`src/rtl/signed_divider_shift_sub_if.sv`:
```
// Handshake and operand/result bundle for the sequential signed divider.
// The bench drives the master side and the divider implements the slave side.
interface signed_divider_shift_sub_if #(
    parameter int N = 4
);
    logic                START;
    logic signed [N-1:0] DIVIDEND;
    logic signed [N-1:0] DIVISOR;
    logic                BUSY;
    logic                DONE;
    logic signed [N-1:0] QUOTIENT;
    logic signed [N-1:0] REMAINDER;
    logic                DIV_BY_ZERO;
    logic                OVERFLOW;
    logic [1:0]          STATE;

    modport master (
        output START, DIVIDEND, DIVISOR,
        input  BUSY, DONE, QUOTIENT, REMAINDER, DIV_BY_ZERO, OVERFLOW, STATE
    );

    modport slave (
        input  START, DIVIDEND, DIVISOR,
        output BUSY, DONE, QUOTIENT, REMAINDER, DIV_BY_ZERO, OVERFLOW, STATE
    );
endinterface

```
`src/rtl/signed_divider_shift_sub.sv`:
```
// Sequential signed divider: restoring shift-subtract on magnitudes, then signs applied.
// Truncates toward zero; the remainder follows the dividend's sign. Latency is N+2 edges.
module signed_divider_shift_sub #(
    parameter int N = 4
) (
    input logic                     CLK,
    input logic                     RESET,
    signed_divider_shift_sub_if.slave div_if
);

    localparam int               CNT_W    = $clog2(N);
    localparam logic [CNT_W-1:0] LAST_CNT = CNT_W'(N - 1);
    localparam logic [N-1:0]     ONE_N    = {{(N-1){1'b0}}, 1'b1};
    localparam logic [N-1:0]     MOST_NEG = {1'b1, {(N-1){1'b0}}};

    typedef enum logic [1:0] {
        IDLE = 2'd0,
        ITER = 2'd1,
        SIGN = 2'd2,
        HOLD = 2'd3
    } state_e;

    function automatic logic [N-1:0] negate(input logic [N-1:0] v);
        return ~v + ONE_N;
    endfunction

    // The most-negative value maps to 2^(N-1), which still fits in N unsigned bits.
    function automatic logic [N-1:0] magnitude(input logic signed [N-1:0] v);
        return v[N-1] ? negate(v) : v;
    endfunction

    state_e state_q, state_d;
    logic   accept;

    logic [CNT_W-1:0]    cnt_q, cnt_d;
    logic                done_q, done_d;
    logic                dbz_q, dbz_d;
    logic                ovf_q, ovf_d;
    logic signed [N-1:0] quot_q, quot_d;
    logic signed [N-1:0] rem_q, rem_d;

    logic                sd_q, sd_d;
    logic                sv_q, sv_d;
    logic signed [N-1:0] dvd_q, dvd_d;
    logic [N-1:0]        magv_q, magv_d;
    logic [N-1:0]        p_q, p_d;
    logic [N-1:0]        qm_q, qm_d;

    logic [N:0]          shifted;
    logic [N:0]          trial;

    assign accept = div_if.START && ((state_q == IDLE) || (state_q == HOLD));

    always_ff @(posedge CLK) begin
        if (RESET) begin
            state_q <= IDLE;
        end else begin
            state_q <= state_d;
        end
    end

    always_comb begin
        state_d = state_q;
        case (state_q)
            IDLE, HOLD: if (accept) state_d = ITER;
            ITER:       if (cnt_q == LAST_CNT) state_d = SIGN;
            SIGN:       state_d = HOLD;
            default:    state_d = IDLE;
        endcase
    end

    always_comb begin
        div_if.BUSY        = (state_q == ITER) || (state_q == SIGN);
        div_if.DONE        = done_q;
        div_if.QUOTIENT    = quot_q;
        div_if.REMAINDER   = rem_q;
        div_if.DIV_BY_ZERO = dbz_q;
        div_if.OVERFLOW    = ovf_q;
        div_if.STATE       = state_q;
    end

    // Remainder after a successful subtract is below the divisor, so P needs only N stored bits.
    always_comb begin
        shifted = {p_q, qm_q[N-1]};
        trial   = shifted - {1'b0, magv_q};

        cnt_d  = cnt_q;
        done_d = done_q;
        dbz_d  = dbz_q;
        ovf_d  = ovf_q;
        quot_d = quot_q;
        rem_d  = rem_q;
        sd_d   = sd_q;
        sv_d   = sv_q;
        dvd_d  = dvd_q;
        magv_d = magv_q;
        p_d    = p_q;
        qm_d   = qm_q;

        if (accept) begin
            sd_d   = div_if.DIVIDEND[N-1];
            sv_d   = div_if.DIVISOR[N-1];
            dvd_d  = div_if.DIVIDEND;
            magv_d = magnitude(div_if.DIVISOR);
            p_d    = '0;
            qm_d   = magnitude(div_if.DIVIDEND);
            cnt_d  = '0;
            done_d = 1'b0;
            dbz_d  = 1'b0;
            ovf_d  = 1'b0;
        end else if (state_q == ITER) begin
            p_d   = trial[N] ? shifted[N-1:0] : trial[N-1:0];
            qm_d  = {qm_q[N-2:0], ~trial[N]};
            cnt_d = cnt_q + CNT_W'(1);
        end else if (state_q == SIGN) begin
            done_d = 1'b1;
            if (magv_q == '0) begin
                dbz_d  = 1'b1;
                quot_d = '1;
                rem_d  = dvd_q;
            end else begin
                quot_d = (sd_q ^ sv_q) ? negate(qm_q) : qm_q;
                rem_d  = sd_q ? negate(p_q) : p_q;
                ovf_d  = ($unsigned(dvd_q) == MOST_NEG) && sv_q && (magv_q == ONE_N);
            end
        end
    end

    // Control and visible results are reset; operand/working registers are not.
    always_ff @(posedge CLK) begin
        if (RESET) begin
            cnt_q  <= '0;
            done_q <= 1'b0;
            dbz_q  <= 1'b0;
            ovf_q  <= 1'b0;
            quot_q <= '0;
            rem_q  <= '0;
        end else begin
            cnt_q  <= cnt_d;
            done_q <= done_d;
            dbz_q  <= dbz_d;
            ovf_q  <= ovf_d;
            quot_q <= quot_d;
            rem_q  <= rem_d;
        end
    end

    always_ff @(posedge CLK) begin
        sd_q   <= sd_d;
        sv_q   <= sv_d;
        dvd_q  <= dvd_d;
        magv_q <= magv_d;
        p_q    <= p_d;
        qm_q   <= qm_d;
    end

endmodule

```
`src/flat_wrapper.sv`:
```
// flat-port wrapper written by rule: the top's interface ports become plain ports
module signed_divider_shift_sub_flat 
#(
    parameter int N = 4
)
  (CLK, RESET, div_if_START, div_if_DIVIDEND, div_if_DIVISOR, div_if_BUSY, div_if_DONE, div_if_QUOTIENT, div_if_REMAINDER, div_if_DIV_BY_ZERO, div_if_OVERFLOW, div_if_STATE);
  signed_divider_shift_sub_if #(.N(N)) div_if_i ();
  input logic CLK;
  input logic RESET;
  input wire logic [$bits(div_if_i.START)-1:0] div_if_START;
  input wire logic [$bits(div_if_i.DIVIDEND)-1:0] div_if_DIVIDEND;
  input wire logic [$bits(div_if_i.DIVISOR)-1:0] div_if_DIVISOR;
  output wire logic [$bits(div_if_i.BUSY)-1:0] div_if_BUSY;
  output wire logic [$bits(div_if_i.DONE)-1:0] div_if_DONE;
  output wire logic [$bits(div_if_i.QUOTIENT)-1:0] div_if_QUOTIENT;
  output wire logic [$bits(div_if_i.REMAINDER)-1:0] div_if_REMAINDER;
  output wire logic [$bits(div_if_i.DIV_BY_ZERO)-1:0] div_if_DIV_BY_ZERO;
  output wire logic [$bits(div_if_i.OVERFLOW)-1:0] div_if_OVERFLOW;
  output wire logic [$bits(div_if_i.STATE)-1:0] div_if_STATE;
  assign div_if_i.START = div_if_START;
  assign div_if_i.DIVIDEND = div_if_DIVIDEND;
  assign div_if_i.DIVISOR = div_if_DIVISOR;
  assign div_if_BUSY = div_if_i.BUSY;
  assign div_if_DONE = div_if_i.DONE;
  assign div_if_QUOTIENT = div_if_i.QUOTIENT;
  assign div_if_REMAINDER = div_if_i.REMAINDER;
  assign div_if_DIV_BY_ZERO = div_if_i.DIV_BY_ZERO;
  assign div_if_OVERFLOW = div_if_i.OVERFLOW;
  assign div_if_STATE = div_if_i.STATE;
  signed_divider_shift_sub #(.N(N)) u_core (.CLK(CLK), .RESET(RESET), .div_if(div_if_i));
endmodule
```
`config.mk`:
```
export PLATFORM = sky130hd
export DESIGN_NAME = signed_divider_shift_sub_flat
export DESIGN_NICKNAME = d
export VERILOG_FILES = /design/src/rtl/signed_divider_shift_sub_if.sv /design/src/rtl/signed_divider_shift_sub.sv /design/src/flat_wrapper.sv
export SDC_FILE = /design/constraint.sdc
export NUM_CORES = 1
export LEC_CHECK = 0
export ABC_AREA = 0
export BUFFER_PORTS_ARGS = -buffer_cell sky130_fd_sc_hd__clkbuf_2
export CORE_MARGIN = 2
export CORE_UTILIZATION = 60
export DETAILED_ROUTE_END_ITERATION = 12
export PLACE_DENSITY = 0.94
export SYNTH_ARGS = -nofsm -noshare
export SYNTH_HDL_FRONTEND = slang
export SYNTH_SLANG_ARGS = --single-unit
```
`constraint.sdc`:
```
create_clock -name CLK -period 5 [get_ports CLK]
set_clock_uncertainty 0.1 [all_clocks]
set_input_delay 0.25 -clock CLK [delete_from_list [all_inputs] [get_ports CLK]]
set_output_delay 0.25 -clock CLK [all_outputs]
set_load 0.05 [all_outputs]
```
==> flow_summary.json <==
{
  "synth_nets": 204,
  "grt_usage_pct": 22.93,
  "clkLatencyLatePin_ns": 0.33,
  "start_kind": "flop",
  "p_seq_share_pct": 36.8,
  "cts_buffer_depth": 2,
  "place_congestion": 0.8090,
  "netlist_top_cells_count": "nor2_1, dfxtp_1, inv_1, nand2_1",
  "final.period_utilization_pct": 46.53,
  "grt_max_degree": 19,
  "ff2ff_setup_slack_ns": 2.67,
  "hold_class": "primary input to flop",
  "ir_worst_vdd_uv": 612.9,
  "r2r-start": "u_core.magv_q[0]$_DFFE_PP_",
  "yosysTopAreaCellShare_pct": 22.74,
  "p_per_area_nw_per_um2": 641.8,
  "drtAntennaViolNets": 0,
  "cts_tree": "yes",
  "slowest_delay_ns": 0.46,
  "die-width_um": 57.49,
  "cts-resized-gates": 0,
  "core_sq_um": 2734,
  "vias": 1345,
  "totalWireLength_mm": 3.285,
  "finalSetupViolCount": 0,
  "path_cells": "ha_1, fa_1, nand2b_1, a21oi_4, xor2_1, nand3_1, a31oi_1",
  "drt_first_pass_iters": 4,
  "maxSlewViolCount": 0,
  "finish.utilization_pct": 69.61,
  "grt_pass1_vias": 1289,
  "grt_remaining_overflow": 0,
  "rows": 19,
  "fillers": 204,
  "clockRootBuffer": "clkbuf_4",
  "postSynth.asyncResetShare_pct": 0,
  "critPathSlowestCell": "edfxtp_1",
  "outcome": "finished clean",
  "antenna_found_initial": 0,
  "clkPwrFrac_pct": 11.1,
  "regArea_sq_um": 770.7,
  "end_kind": "flop",
  "syn_area_per_cell_sq_um": 9.537,
  "hp-start": "div_if_DIVIDEND[0]",
  "drt-wirelength-per-cell_um": 13.86,
  "nets": 230,
  "cts_setup_buffers": 0,
  "hpwl_mm": 2.496,
  "drive_gt1_share_pct": 18.45,
  "cp.required_ns": 5.16,
  "min_path_cells": 1,
  "syn_to_final_growth_pct": 10.86,
  "clk_pin_slew_ns": 0.09,
  "numPortBuffers": 24,
  "worstHoldEndpoint": "u_core.dvd_q[0]$_DFFE_PP_",
  "io_pins": 25,
  "p_switching_mw": 0.5727,
  "finalHoldViolCount": 0,
  "seq_area_frac_synth_pct": 44.90,
  "clock-sinks": 32,
  "insertedDiodeCount": 0,
  "internal-power_mw": 0.6486,
  "multiInputGateArea_sq_um": 855.8,
  "netlist_top_cells_area": "edfxtp_1, dfxtp_1, ha_1",
  "ys.flop_type": "dfxtp_1",
  "rsz0062_at_grt": "false",
  "vias_per_cell": 5.675,
  "fin_crit_ns": 2.327,
  "dieArea_sq_um": 3305,
  "yosys.area.top_type": "edfxtp_1",
  "cp.arrival_ns": 2.49,
  "rr_endpoint": "u_core.p_q[2]$_SDFFE_PP0P_",
  "yosysUniqueCellTypes": 36,
  "critPathMaxFanout": 6,
  "max_freq_mhz": 429.8,
  "cts_max_level": 2,
  "die_y_um": 57.49,
  "yosys_warnings": 0,
  "ys_ff_latch": 32,
  "p_total_mw": 1.221,
  "numCtsBuffers": 5,
  "drc": 0,
  "grt_first_pass_wirelength_mm": 5.658,
  "cellLeakagePower_nw": 0.8106,
  "comb_power_share_pct": 52.1,
  "worst_pin_slew_ns": 0.5633,
  "preCtsSetupSlack_ns": 2.693,
  "drt_iter0_drc": 71,
  "setup_slack_ns": 2.673,
  "swShare_pct": 46.89,
  "yosysMostFrequentCell": "nor2_1",
  "drv_cap": 0,
  "cts_hold_buf": 0,
  "rr_worst_depth": 7,
  "initial_core_util_pct": 62.79,
  "synth_edf_count": 13,
  "maxSlewHeadroom_pct": 62.14,
  "syn_inst": 180,
  "synth_area_sq_um": 1717,
  "crit_type": "flop to flop",
  "tns_ns": 0
}
-- routing by layer --
| metal | global-route usage [%] | up-vias | share of wire (%) |
|---|---|---|---|
| met4 | 8.638 | 0 | 2.2 |
| met2 | 38.31 | 46 | 48 |
| met3 | 7.937 | 10 | 5.5 |
| met1 | 27.15 | 611 | 45 |
| met5 | 0 | - | 0 |
| li1 | - | 678 | - |
-- sequential cells by signal, summed over array words and instances, names as in the netlist --
register,cells
u_core.div_if.QUOTIENT,4
u_core.div_if.REMAINDER,4
u_core.dvd_q,4
u_core.magv_q,4
u_core.p_q,4
u_core.qm_q,4
u_core.cnt_q,2
u_core.div_if.STATE,2
u_core.div_if.DIV_BY_ZERO,1
u_core.div_if.DONE,1
u_core.div_if.OVERFLOW,1
u_core.sv_q,1
-- through the flow --
| step | std cells | hold WS, ns | cell area [sq um] |
|---|---|---|---|
| after floorplan | 180 | 0.2489 | 1717 |
| after global placement | 230 | 0.3452 | 1857 |
| after detailed placement | 230 | 0.3532 | 1857 |
| after CTS | 237 | 0.03383 | 1903 |
| after global routing | 237 | 0.02235 | 1903 |
| final | 237 | 0.02907 | 1903 |
-- power by group through the flow --
stage / combinational (mW) / clock, mW / sequential, mW
after CTS: 0.638 / 0.135 / 0.448
after global placement: 0.615 / 0 / 0.451
after floorplan: 0.431 / 0 / 0.526
final: 0.637 / 0.135 / 0.450
after detailed placement: 0.636 / 0 / 0.454
after global routing: 0.706 / 0.150 / 0.461
-- placed cells by master (no fill, tap or decap), drive strengths merged, types with 2 or more instances in the layout --
cell and count:
edfxtp 13, nand4b 2, nand3 2, o22ai 3
a21oi 5, nor4 2, nor4b 2, a311oi 3
nor3 2, a31oi 4, ha 12, dfxtp 19
mux2i 6, o21ai 14, xor2 3, nor2 21
clkbuf 30, nand2 17, nor2b 3, inv 19
xnor2 7, nand2b 6
-- kinds of logic (layout without fill, tap and decap cells) --
| family | count (synthesis) | after routing | synth area share [%] |
|---|---|---|---|
| and+or+nand+nor | 62 | 62 | 18.52 |
| AOI/OAI and AO/OA | 33 | 33 | 12.83 |
| DFF | 32 | 32 | 44.90 |
| buffers and inverters | 24 | 50 | 5.248 |
| adders and majority gates | 13 | 13 | 9.912 |
| xor gates and xnor gates | 10 | 10 | 5.102 |
| muxes | 6 | 6 | 3.499 |
-- critical path, delay by kind of cell, from the launching register on --
family	cells	cell delay (ns)
fa+ha+maj	2	0.69
flops	1	0.46
compound gates	2	0.39
simple gates	2	0.32
xor+xnor	1	0.29
-- worst max-delay path by stage --
stage,slack (ns),startpoint,endpoint,depth (start not counted)
after global routing,2.53,u_core.magv_q[0]$_DFFE_PP_,u_core.p_q[2]$_SDFFE_PP0P_,7
final,2.67,u_core.magv_q[0]$_DFFE_PP_,u_core.p_q[2]$_SDFFE_PP0P_,7
after CTS,2.67,u_core.magv_q[0]$_DFFE_PP_,u_core.p_q[2]$_SDFFE_PP0P_,7
after detailed placement,2.69,u_core.magv_q[0]$_DFFE_PP_,u_core.p_q[2]$_SDFFE_PP0P_,7
after global placement,2.78,u_core.qm_q[3]$_DFFE_PP_,u_core.p_q[2]$_SDFFE_PP0P_,8
after floorplan,2.73,u_core.div_if.STATE[0]$_SDFFE_PP0P_,u_core.p_q[3]$_SDFFE_PP0P_,7
-- layout make-up --
type	instances	share of cell area [%]
Multi-Input combinational cell	124	44.97
Sequential cell	32	40.50
Timing Repair Buffer	24	6.312
Inverter	19	3.748
Clock buffer	6	2.170
Tap cell	31	2.038
Clock inverter	1	0.2630
Note: power is estimated with default switching activity, not from simulation.
